[config.mk]
export PLATFORM = sky130hd
export DESIGN_NAME = pipe_hazard_ctrl_flat
export DESIGN_NICKNAME = d
export VERILOG_FILES = /design/src/rtl/pipe_hazard_ctrl_if.sv /design/src/rtl/pipe_hazard_ctrl.sv /design/src/flat_wrapper.sv
export SDC_FILE = /design/constraint.sdc
export NUM_CORES = 1
export LEC_CHECK = 0
export BUFFER_PORTS_ARGS = -buffer_cell sky130_fd_sc_hd__buf_4
export CAP_MARGIN = 15
export CORE_MARGIN = 2
export CORE_UTILIZATION = 47
export CTS_BUF_LIST = sky130_fd_sc_hd__clkbuf_4
export DETAILED_ROUTE_END_ITERATION = 12
export PLACE_DENSITY = 0.78
export SYNTH_ARGS = -nofsm -noshare
export SYNTH_HDL_FRONTEND = slang
export SYNTH_SLANG_ARGS = --single-unit
[constraint.sdc]
create_clock -name clk -period 2 [get_ports clk]
set_clock_uncertainty 0.2 [all_clocks]
set_input_delay 0.4 -clock clk [delete_from_list [all_inputs] [get_ports clk]]
set_output_delay 0.4 -clock clk [all_outputs]
set_load 0.05 [all_outputs]
[src/rtl/pipe_hazard_ctrl_if.sv]
// Hazard-control bus: ID/EX hazard inputs, memory/branch events, per-stage
// write enables, flush controls and statistics.
interface pipe_hazard_ctrl_if #(
    parameter int W = 5
);
    logic         id_valid;
    logic         id_uses_rs;
    logic         id_uses_rt;
    logic [W-1:0] id_rs;
    logic [W-1:0] id_rt;
    logic         ex_MemRead;
    logic [W-1:0] ex_rt;
    logic         branch_taken;
    logic         mem_busy;

    logic         pc_write;
    logic         if_id_write;
    logic         id_ex_write;
    logic         ex_mem_write;
    logic         mem_wb_write;
    logic         if_id_flush;
    logic         id_ex_bubble;
    logic         ex_mem_flush;
    logic [1:0]   state;
    logic [15:0]  stall_cnt;
    logic [15:0]  flush_cnt;

    modport master (
        output id_valid, id_uses_rs, id_uses_rt, id_rs, id_rt,
               ex_MemRead, ex_rt, branch_taken, mem_busy,
        input  pc_write, if_id_write, id_ex_write, ex_mem_write, mem_wb_write,
               if_id_flush, id_ex_bubble, ex_mem_flush, state, stall_cnt, flush_cnt
    );

    modport slave (
        input  id_valid, id_uses_rs, id_uses_rt, id_rs, id_rt,
               ex_MemRead, ex_rt, branch_taken, mem_busy,
        output pc_write, if_id_write, id_ex_write, ex_mem_write, mem_wb_write,
               if_id_flush, id_ex_bubble, ex_mem_flush, state, stall_cnt, flush_cnt
    );
endinterface

[src/rtl/pipe_hazard_ctrl.sv]
// Pipeline hazard controller: load-use stalls, branch flushes and memory-busy
// freezes, with saturating stall/flush statistics.
module pipe_hazard_ctrl #(
    parameter int W          = 5,
    parameter int LOAD_STALL = 1
) (
    input logic             clk,
    input logic             rst_n,
    pipe_hazard_ctrl_if.slave hz
);
    typedef enum logic [1:0] {
        RUN    = 2'd0,
        BUBBLE = 2'd1,
        FREEZE = 2'd2
    } state_e;

    typedef struct packed {
        logic pc_write;
        logic if_id_write;
        logic id_ex_write;
        logic ex_mem_write;
        logic mem_wb_write;
        logic if_id_flush;
        logic id_ex_bubble;
        logic ex_mem_flush;
    } ctl_t;

    localparam ctl_t CTL_NORMAL = ctl_t'(8'hF8);
    localparam ctl_t CTL_FROZEN = ctl_t'(8'h00);
    localparam ctl_t CTL_STALL  = ctl_t'(8'h3A);
    localparam ctl_t CTL_FLUSH  = ctl_t'(8'hFF);

    localparam logic [W-1:0] ZERO_REG = '0;
    localparam logic [2:0]   INIT_CNT = 3'(LOAD_STALL - 1);

    state_e     cur_q, nxt_d, ret_q, ret_d;
    logic [2:0] cnt_q, cnt_d;
    ctl_t       ctl;
    logic       load_use;

    // Register 0 is hardwired, so a load targeting it never creates a hazard.
    assign load_use = hz.ex_MemRead & hz.id_valid & (hz.ex_rt != ZERO_REG) &
                      ((hz.id_uses_rs & (hz.ex_rt == hz.id_rs)) |
                       (hz.id_uses_rt & (hz.ex_rt == hz.id_rt)));

    always_ff @(posedge clk or negedge rst_n) begin
        if (!rst_n) begin
            cur_q <= RUN;
            ret_q <= RUN;
            cnt_q <= 3'd0;
        end else begin
            cur_q <= nxt_d;
            ret_q <= ret_d;
            cnt_q <= cnt_d;
        end
    end

    always_comb begin
        nxt_d = cur_q;
        ret_d = ret_q;
        cnt_d = cnt_q;
        ctl   = CTL_NORMAL;
        unique case (cur_q)
            RUN: begin
                if (hz.mem_busy) begin
                    ctl   = CTL_FROZEN;
                    nxt_d = FREEZE;
                    ret_d = RUN;
                end else if (hz.branch_taken) begin
                    ctl   = CTL_FLUSH;
                    nxt_d = RUN;
                end else if (load_use) begin
                    ctl = CTL_STALL;
                    if (LOAD_STALL > 1) begin
                        nxt_d = BUBBLE;
                        cnt_d = INIT_CNT;
                    end
                end
            end
            BUBBLE: begin
                if (hz.mem_busy) begin
                    ctl   = CTL_FROZEN;
                    nxt_d = FREEZE;
                    ret_d = BUBBLE;
                end else if (hz.branch_taken) begin
                    ctl   = CTL_FLUSH;
                    nxt_d = RUN;
                    cnt_d = 3'd0;
                end else begin
                    // Remaining bubbles are owed regardless of a new load-use.
                    ctl   = CTL_STALL;
                    cnt_d = cnt_q - 3'd1;
                    if (cnt_q == 3'd1) nxt_d = RUN;
                end
            end
            FREEZE: begin
                ctl = CTL_FROZEN;
                if (!hz.mem_busy) nxt_d = ret_q;
            end
            default: begin
                ctl   = CTL_FROZEN;
                nxt_d = RUN;
            end
        endcase
        if (!rst_n) ctl = CTL_FROZEN;
    end

    always_ff @(posedge clk or negedge rst_n) begin
        if (!rst_n) begin
            hz.stall_cnt <= 16'd0;
            hz.flush_cnt <= 16'd0;
        end else begin
            if (!ctl.pc_write && hz.stall_cnt != 16'hFFFF)
                hz.stall_cnt <= hz.stall_cnt + 16'd1;
            if (ctl.ex_mem_flush && hz.flush_cnt != 16'hFFFF)
                hz.flush_cnt <= hz.flush_cnt + 16'd1;
        end
    end

    assign hz.pc_write     = ctl.pc_write;
    assign hz.if_id_write  = ctl.if_id_write;
    assign hz.id_ex_write  = ctl.id_ex_write;
    assign hz.ex_mem_write = ctl.ex_mem_write;
    assign hz.mem_wb_write = ctl.mem_wb_write;
    assign hz.if_id_flush  = ctl.if_id_flush;
    assign hz.id_ex_bubble = ctl.id_ex_bubble;
    assign hz.ex_mem_flush = ctl.ex_mem_flush;
    assign hz.state        = cur_q;
endmodule

[src/flat_wrapper.sv]
// flat-port wrapper written by rule: the top's interface ports become plain ports
module pipe_hazard_ctrl_flat 
#(
    parameter int W          = 5,
    parameter int LOAD_STALL = 1
)
  (clk, rst_n, hz_id_valid, hz_id_uses_rs, hz_id_uses_rt, hz_id_rs, hz_id_rt, hz_ex_MemRead, hz_ex_rt, hz_branch_taken, hz_mem_busy, hz_pc_write, hz_if_id_write, hz_id_ex_write, hz_ex_mem_write, hz_mem_wb_write, hz_if_id_flush, hz_id_ex_bubble, hz_ex_mem_flush, hz_state, hz_stall_cnt, hz_flush_cnt);
  pipe_hazard_ctrl_if #(.W(W)) hz_i ();
  input logic clk;
  input logic rst_n;
  input wire logic [$bits(hz_i.id_valid)-1:0] hz_id_valid;
  input wire logic [$bits(hz_i.id_uses_rs)-1:0] hz_id_uses_rs;
  input wire logic [$bits(hz_i.id_uses_rt)-1:0] hz_id_uses_rt;
  input wire logic [$bits(hz_i.id_rs)-1:0] hz_id_rs;
  input wire logic [$bits(hz_i.id_rt)-1:0] hz_id_rt;
  input wire logic [$bits(hz_i.ex_MemRead)-1:0] hz_ex_MemRead;
  input wire logic [$bits(hz_i.ex_rt)-1:0] hz_ex_rt;
  input wire logic [$bits(hz_i.branch_taken)-1:0] hz_branch_taken;
  input wire logic [$bits(hz_i.mem_busy)-1:0] hz_mem_busy;
  output wire logic [$bits(hz_i.pc_write)-1:0] hz_pc_write;
  output wire logic [$bits(hz_i.if_id_write)-1:0] hz_if_id_write;
  output wire logic [$bits(hz_i.id_ex_write)-1:0] hz_id_ex_write;
  output wire logic [$bits(hz_i.ex_mem_write)-1:0] hz_ex_mem_write;
  output wire logic [$bits(hz_i.mem_wb_write)-1:0] hz_mem_wb_write;
  output wire logic [$bits(hz_i.if_id_flush)-1:0] hz_if_id_flush;
  output wire logic [$bits(hz_i.id_ex_bubble)-1:0] hz_id_ex_bubble;
  output wire logic [$bits(hz_i.ex_mem_flush)-1:0] hz_ex_mem_flush;
  output wire logic [$bits(hz_i.state)-1:0] hz_state;
  output wire logic [$bits(hz_i.stall_cnt)-1:0] hz_stall_cnt;
  output wire logic [$bits(hz_i.flush_cnt)-1:0] hz_flush_cnt;
  assign hz_i.id_valid = hz_id_valid;
  assign hz_i.id_uses_rs = hz_id_uses_rs;
  assign hz_i.id_uses_rt = hz_id_uses_rt;
  assign hz_i.id_rs = hz_id_rs;
  assign hz_i.id_rt = hz_id_rt;
  assign hz_i.ex_MemRead = hz_ex_MemRead;
  assign hz_i.ex_rt = hz_ex_rt;
  assign hz_i.branch_taken = hz_branch_taken;
  assign hz_i.mem_busy = hz_mem_busy;
  assign hz_pc_write = hz_i.pc_write;
  assign hz_if_id_write = hz_i.if_id_write;
  assign hz_id_ex_write = hz_i.id_ex_write;
  assign hz_ex_mem_write = hz_i.ex_mem_write;
  assign hz_mem_wb_write = hz_i.mem_wb_write;
  assign hz_if_id_flush = hz_i.if_id_flush;
  assign hz_id_ex_bubble = hz_i.id_ex_bubble;
  assign hz_ex_mem_flush = hz_i.ex_mem_flush;
  assign hz_state = hz_i.state;
  assign hz_stall_cnt = hz_i.stall_cnt;
  assign hz_flush_cnt = hz_i.flush_cnt;
  pipe_hazard_ctrl #(.W(W), .LOAD_STALL(LOAD_STALL)) u_core (.clk(clk), .rst_n(rst_n), .hz(hz_i));
endmodule
Word-level counts from Yosys, hierarchy flattened

Index checks and enable logic that the tools add are counted.
Widths: inputs -> output; s select.

Bits in registers: 39
Word-level logic and storage cells: 54
Bits of input ports: 23

Mux-type cells: 18
Add/subtract/negate cells: 3
Equal/unequal tests: 12
Bitwise gates (word level): 7
Reductions and logical operators: 9

Operators with widths:

| kind                  | count |
|---|---|
| $mux 8                | 6 |
| $add 16x1->16 const B | 2 |
| $ne 16x16->1 const B  | 2 |
| $mux 2                | 8 |
| $pmux 8 s2            | 1 |
| $eq 5x5->1            | 2 |
| $ne 2x2->1 const B    | 3 |
| $pmux 2 s3            | 1 |
| $reduce_and 3->1      | 2 |
| $and 1x1->1           | 5 |
| $reduce_bool 5->1     | 1 |
| $ne 4x3->1 const B    | 1 |
| $pmux 2 s2            | 1 |
| $eq 3x1->1 const B    | 1 |
| $mux 3                | 1 |
| $ne 3x3->1 const B    | 1 |
| $sub 3x1->3 const B   | 1 |
| $eq 2x1->1 const B    | 1 |
| $eq 2x2->1 const B    | 1 |
| $logic_and 1x1->1     | 2 |
| $logic_not 2->1       | 1 |
| $reduce_and 2->1      | 1 |
| $reduce_bool 2->1     | 1 |
| $logic_not 1->1       | 1 |
| 2 further kinds       | 2 |

Longest topological paths before layout

Word-level depth: 11
Depth in mapped cells: 9

Worst setup path before layout

No wires, ideal clock.

Kind: reg-to-reg
Start point: register u_core.cur_q[1], in the netlist u_core.hz.state[1]
End point: register u_core.hz.flush_cnt[15] in the netlist's numbering
Cell stages (with the launch flop): 10
Data required time: 1659 ps
Setup slack: -900 ps
Arrival time: 2559 ps
Library setup time: 141 ps
Cell sequence: dfrtp_1 > nor2_1 > nand2_1 > nor2_1 > o31a_1 > buf_6 > and4_4 > buf_6 > nand4_1 > xnor2_1

Cells in the longest elaborated chain, start to end: 4
Elaborated cells on any way between the ends: 5
Classes of those cells: eq/ne (1); mux (2); reduce/logical (2)

RTL lines:

| what                                          | RTL line                  | RTL |
|---|---|---|
| start, declared                               | pipe_hazard_ctrl.sv:36    | `state_e cur_q, nxt_d, ret_q, ret_d;` |
| start signal, assigned                        | pipe_hazard_ctrl.sv:52    | `cur_q <= nxt_d;` |
| $eq 2x1->1 or $logic_not 2->1 (tied branches) | pipe_hazard_ctrl.sv:63    | `unique case (cur_q)` |
| $pmux 8 s2 (*)                                | pipe_hazard_ctrl.sv:63    |  |
| $mux 8 (*)                                    | pipe_hazard_ctrl.sv:105   | `if (!rst_n) ctl = CTL_FROZEN;` |
| via hz_ex_mem_flush                           | flat_wrapper.sv:27        | `output wire logic [$bits(hz_i.ex_mem_flush)-1:0] hz_ex_mem_flush;` |
| $logic_and 1x1->1 (*)                         | pipe_hazard_ctrl.sv:115   | `if (ctl.ex_mem_flush && hz.flush_cnt != 16'hFFFF)` |
| end signal, assigned                          | pipe_hazard_ctrl.sv:116   | `hz.flush_cnt <= hz.flush_cnt + 16'd1;` |
| end, declared                                 | pipe_hazard_ctrl_if.sv:39 | `if_id_flush, id_ex_bubble, ex_mem_flush, state, stall_cnt, flush_cnt` |

Mark *: on every way through the listed nets, which the timed path passes. The rest lies on a longest branch.
A chain may end at the register's enable or synchronous reset.

Worst setup path after layout

Start point: input port hz_ex_rt[0]
End point: output port hz_id_ex_bubble

Cells in the longest elaborated chain, start to end: 9
Elaborated cells on any way between the ends: 13
Classes of those cells: eq/ne (2); mux (5); bitwise (5); reduce/logical (1)

RTL lines:

| what                           | RTL line                                       | RTL |
|---|---|---|
| start, declared                | flat_wrapper.sv:17                             | `input wire logic [$bits(hz_i.ex_rt)-1:0] hz_ex_rt;` |
| $eq 5x5->1 (on tied branches)  | pipe_hazard_ctrl.sv:43, pipe_hazard_ctrl.sv:44 |  |
| $and 1x1->1 (on tied branches) | pipe_hazard_ctrl.sv:43, pipe_hazard_ctrl.sv:44 |  |
| $or 1x1->1                     | pipe_hazard_ctrl.sv:43                         | `((hz.id_uses_rs & (hz.ex_rt == hz.id_rs)) \|` |
| $and 1x1->1 (*)                | pipe_hazard_ctrl.sv:42                         | `assign load_use = hz.ex_MemRead & hz.id_valid & (hz.ex_rt != ZERO_REG) &` |
| $mux 8 (*)                     | pipe_hazard_ctrl.sv:72                         | `end else if (load_use) begin` |
| $mux 8 (*)                     | pipe_hazard_ctrl.sv:69                         | `end else if (hz.branch_taken) begin` |
| $mux 8 (*)                     | pipe_hazard_ctrl.sv:65                         | `if (hz.mem_busy) begin` |
| $pmux 8 s2 (*)                 | pipe_hazard_ctrl.sv:63                         |  |
| $mux 8 (*)                     | pipe_hazard_ctrl.sv:105                        |  |
| end, declared                  | flat_wrapper.sv:26                             | `output wire logic [$bits(hz_i.id_ex_bubble)-1:0] hz_id_ex_bubble;` |

Mark *: on every way between the ends. The rest lies on a longest branch, timed or not.

==> run summary <==
The run finished, with violations left. The final reports fail on setup timing. Total clock buffers created by CTS: 5. In this run, the number of DRC markers left after iteration 0 of detailed routing was 87. The final clock period utilization by the worst path came out at 115%. After clock tree synthesis, the clock-pin slew on the worst setup and hold paths is 0.10 ns.

TritonCTS built the clock tree. Setup violations remaining at the end of the flow were counted as 6. The area of all sequential standard cells was 971 µm²; the sequential share of the synthesized area was 48.9%.

For this design the top-level I/O count stands at 65. The critical path class is primary input to primary output. The category of the worst setup path launch point was a primary input. The worst hold path belongs to the class primary input to flip-flop. The root buffer cell chosen for the clock tree is sky130_fd_sc_hd__clkbuf_4. The count of distinct cell types in the synthesized netlist was 32. Kind of end point of the critical path: a primary output. Global routing consumed, over all layers together, 21.8% of the routing resources.

Summed over all nets, the half-perimeter wirelength after detailed placement is 3490 µm. Timing would allow up to 434 MHz. The cell count after synthesis is 187. The logs give 0.00400 mm² for the total core area and 0.34 ns for the clock insertion delay at the later pin of the skew report. The final worst-path setup slack was -0.304 ns; the total power was 0.00270 W.

Clock tree synthesis found a total of 38 sinks. The run gives 0 ns as the register-to-register path setup slack. Setup repair after global routing could not meet its margin everywhere. The worst relative slew slack is 68.4%. Detailed routing inserted a total of 1692 vias. The initial core utilization is 48.6%, and the total global routing overflow is 0.

The synthesized design spends more area on one cell type than any other, namely sky130_fd_sc_hd__dfrtp_1. The post-route DRC violation count was 0; the die span in x was 68.3 µm. The longest clock path from root to sink contains 2 buffers. The number of placed instances, taps included, is 318. In this run the cell area of the synthesized design comes to 0.00195 mm².

The die covers 0.00467 mm². The number of antenna diodes in the final layout is 0. The logs give 39 for the pin count of the biggest net entering global routing and 0 for the number of warnings reported in the yosys synthesis log.

Synthesis inferred 38 register bits. The logs give 0 for the initial antenna violation count and 0.00300 mm² for the summed area of non-filler cells in the final layout. The synthesis-to-layout area growth came out at 54.2%. For the pin with the worst max-slew slack, the measured transition is 0.474 ns.

After detailed routing, the total wire length is 4810 µm. The area of the multi-input gates is 0.00104 mm², and the ratio of cells with drive above 1 in the final layout is 53.7%. Counting I/O delays and the setup requirement, the final critical path takes 2.30 ns. Summing all placed instances gives a cell area of 0.00271 mm². Once detail routing completed, the nets flagged for antenna violations numbered 0. The final-report hold violation count is 0, and the total power divided by cell area is 900 mW/mm². After synthesis, the cell types taking the most area are sky130_fd_sc_hd__dfrtp_1, sky130_fd_sc_hd__xnor2_1, sky130_fd_sc_hd__nand4_1, sky130_fd_sc_hd__nand2_1, sky130_fd_sc_hd__nand3_1. Fill cells in the final layout number 285. Max capacitance violation total: 0. The initialized floorplan defines 23 standard-cell rows. Final-stage net count: 311.

The static power due to leakage was 1.39 nW; the number of I/O port buffers was 64. STA puts the critical path data required time at 1.40 ns. The final cell utilization of the core was 75.0%; the per-cell routed wire length was 14.4 µm. The tools report the highest ir drop seen on vdd as 0.000653 V. The via count of the first global-routing pass was 1674; the top-area cell type share of the netlist area was 48.9%. The critical-path maximum fanout was 2; the worst endpoint data arrival time was 1.70 ns. Synthesis produced a netlist with a net count of 214.

The first global-routing pass estimated 7490 µm of wire. The first-pass detailed-route iteration total was 4; the per-cell via count in the routed design was 5.05. The level count of the clock H-tree is 2, and the mean area per synthesized cell is 10.4 µm². The number of max-slew violations in the final report was 0. For this run, the number of standard cells in the final layout without fillers is 335. The final weighted congestion in routability-driven placement is 0.794. The die is 68.3 µm tall.
flip-flops by register name (all words and copies together), names as in the netlist:
register and count:
u_core.cnt_q 3, u_core.hz.flush_cnt 16, u_core.hz.stall_cnt 16, u_core.hz.state 2, u_core.ret_q 1
critical path, cell delays in order:
cell	delay (ns)
sky130_fd_sc_hd__buf_6	0.09
sky130_fd_sc_hd__buf_4	0.13
sky130_fd_sc_hd__xnor2_1	0.18
sky130_fd_sc_hd__nand4_1	0.14
sky130_fd_sc_hd__o22ai_2	0.20
sky130_fd_sc_hd__a21oi_2	0.10
sky130_fd_sc_hd__buf_4	0.15
sky130_fd_sc_hd__a21oi_2	0.13
sky130_fd_sc_hd__buf_6	0.17
layout by cell type, fill, tap and decap left out, types with 2 or more instances in the layout:
cell type                   n
sky130_fd_sc_hd__nand3_2    7
sky130_fd_sc_hd__a21oi_2    3
sky130_fd_sc_hd__xor2_1     5
sky130_fd_sc_hd__buf_8      7
sky130_fd_sc_hd__clkbuf_4   6
sky130_fd_sc_hd__and3_4     3
sky130_fd_sc_hd__nand3_1    4
sky130_fd_sc_hd__nand4_1   13
sky130_fd_sc_hd__ha_1       3
sky130_fd_sc_hd__and4_4     2
sky130_fd_sc_hd__o21ai_0    2
sky130_fd_sc_hd__nand2_1   15
sky130_fd_sc_hd__nor2_1     7
sky130_fd_sc_hd__nor2_4     2
sky130_fd_sc_hd__dfrtp_1   22
sky130_fd_sc_hd__nor2b_1    2
sky130_fd_sc_hd__inv_1      6
sky130_fd_sc_hd__xnor2_1   34
sky130_fd_sc_hd__mux2_2     3
sky130_fd_sc_hd__buf_6      7
sky130_fd_sc_hd__nand2_2    3
sky130_fd_sc_hd__buf_4     82
sky130_fd_sc_hd__and2_4     2
sky130_fd_sc_hd__dfrtp_2   16
sky130_fd_sc_hd__and3_1     5
sky130_fd_sc_hd__nor3_1     3
sky130_fd_sc_hd__a21oi_1    2
worst paths after layout:
| check | from | endpoint | cells past startpoint |
|---|---|---|---|
| min in group asynchronous | rst_n | u_core.hz.flush_cnt[3] | 3 |
| setup / recovery | hz_ex_rt[0] | hz_id_ex_bubble | 9 |
| hold reg to reg | u_core.hz.stall_cnt[5] | u_core.hz.stall_cnt[5] | 1 |
| setup reg to reg | u_core.hz.flush_cnt[10] | u_core.hz.flush_cnt[15] | 7 |
| hold / removal | hz_branch_taken | u_core.cnt_q[1] | 2 |
| max in group asynchronous | rst_n | u_core.hz.stall_cnt[5] | 3 |
synthesized netlist by cell type, drive strengths merged:
cell,instances
dfrtp,38
xnor2,35
nand2,18
nand4,13
nand3,12
nor2,9
and3,8
inv,8
buf,6
a21oi,5
xor2,5
ha,4
and2,3
and4,3
mux2,3
nor3,3
o21ai,3
nor2b,2
a21boi,1
a21o,1
clkbuf,1
nand2b,1
o22ai,1
o311a,1
o31a,1
o31ai,1
or3,1
report_power, final:
| part | switching, W | internal [W] | total, W |
|---|---|---|---|
| Clock | 0.000256 | 0.000274 | 0.000530 |
| Sequential | 0.000106 | 0.000896 | 0.00100 |
| Combinational | 0.000700 | 0.000467 | 0.00117 |
area by class of cell:
class | count | area share [%]
timing repair buffer | 97 | 27.0
clock inverter | 2 | 1.13
inverter | 8 | 1.21
multi-input combinational | 134 | 34.7
sequential | 38 | 32.4
clock buffer | 6 | 1.50
tap | 50 | 2.09
routing by layer:
layer | part of all wire (%) | global-route usage, % | vias to the layer above
met5 | 0 | 0 | -
met4 | 0.52 | 6.75 | 0
met3 | 4.8 | 4.61 | 4
met2 | 53 | 38.0 | 41
met1 | 42 | 26.8 | 821
li1 | - | - | 826
logic make-up after synthesis:
kind of cell	count (synthesis)	share of synthesized area, %
buffers and inverters	15	4.44
xor gates and xnor gates	40	18.0
and+or+nand+nor	73	19.9
DFF	38	48.9
adders and majority gates	4	2.57
AOI/OAI and AO/OA	14	4.50
muxes	3	1.74
metrics by stage:
step	hold WS [ns]	worst slack, ns	setup TNS (ns)
final	0.115	-0.304	-0.928
after global routing	0.104	-0.354	-1.51
after CTS	0.100	-0.329	-0.889
after detailed placement	0.267	-0.362	-4.13
after global placement	0.260	-0.331	-2.95
after floorplan	-0.0956	-0.339	-2.70
repair_timing:
item | in CTS | in global routing
endpoints found under the setup margin | 10 | 24
hold buffers | 1 | 0
endpoints found under the hold margin | 38 | 0
buffers inserted | 1 | 7
resized for setup | 12 | 22
pin swaps | 2 | 11
Note: power is estimated with default switching activity, not from simulation.
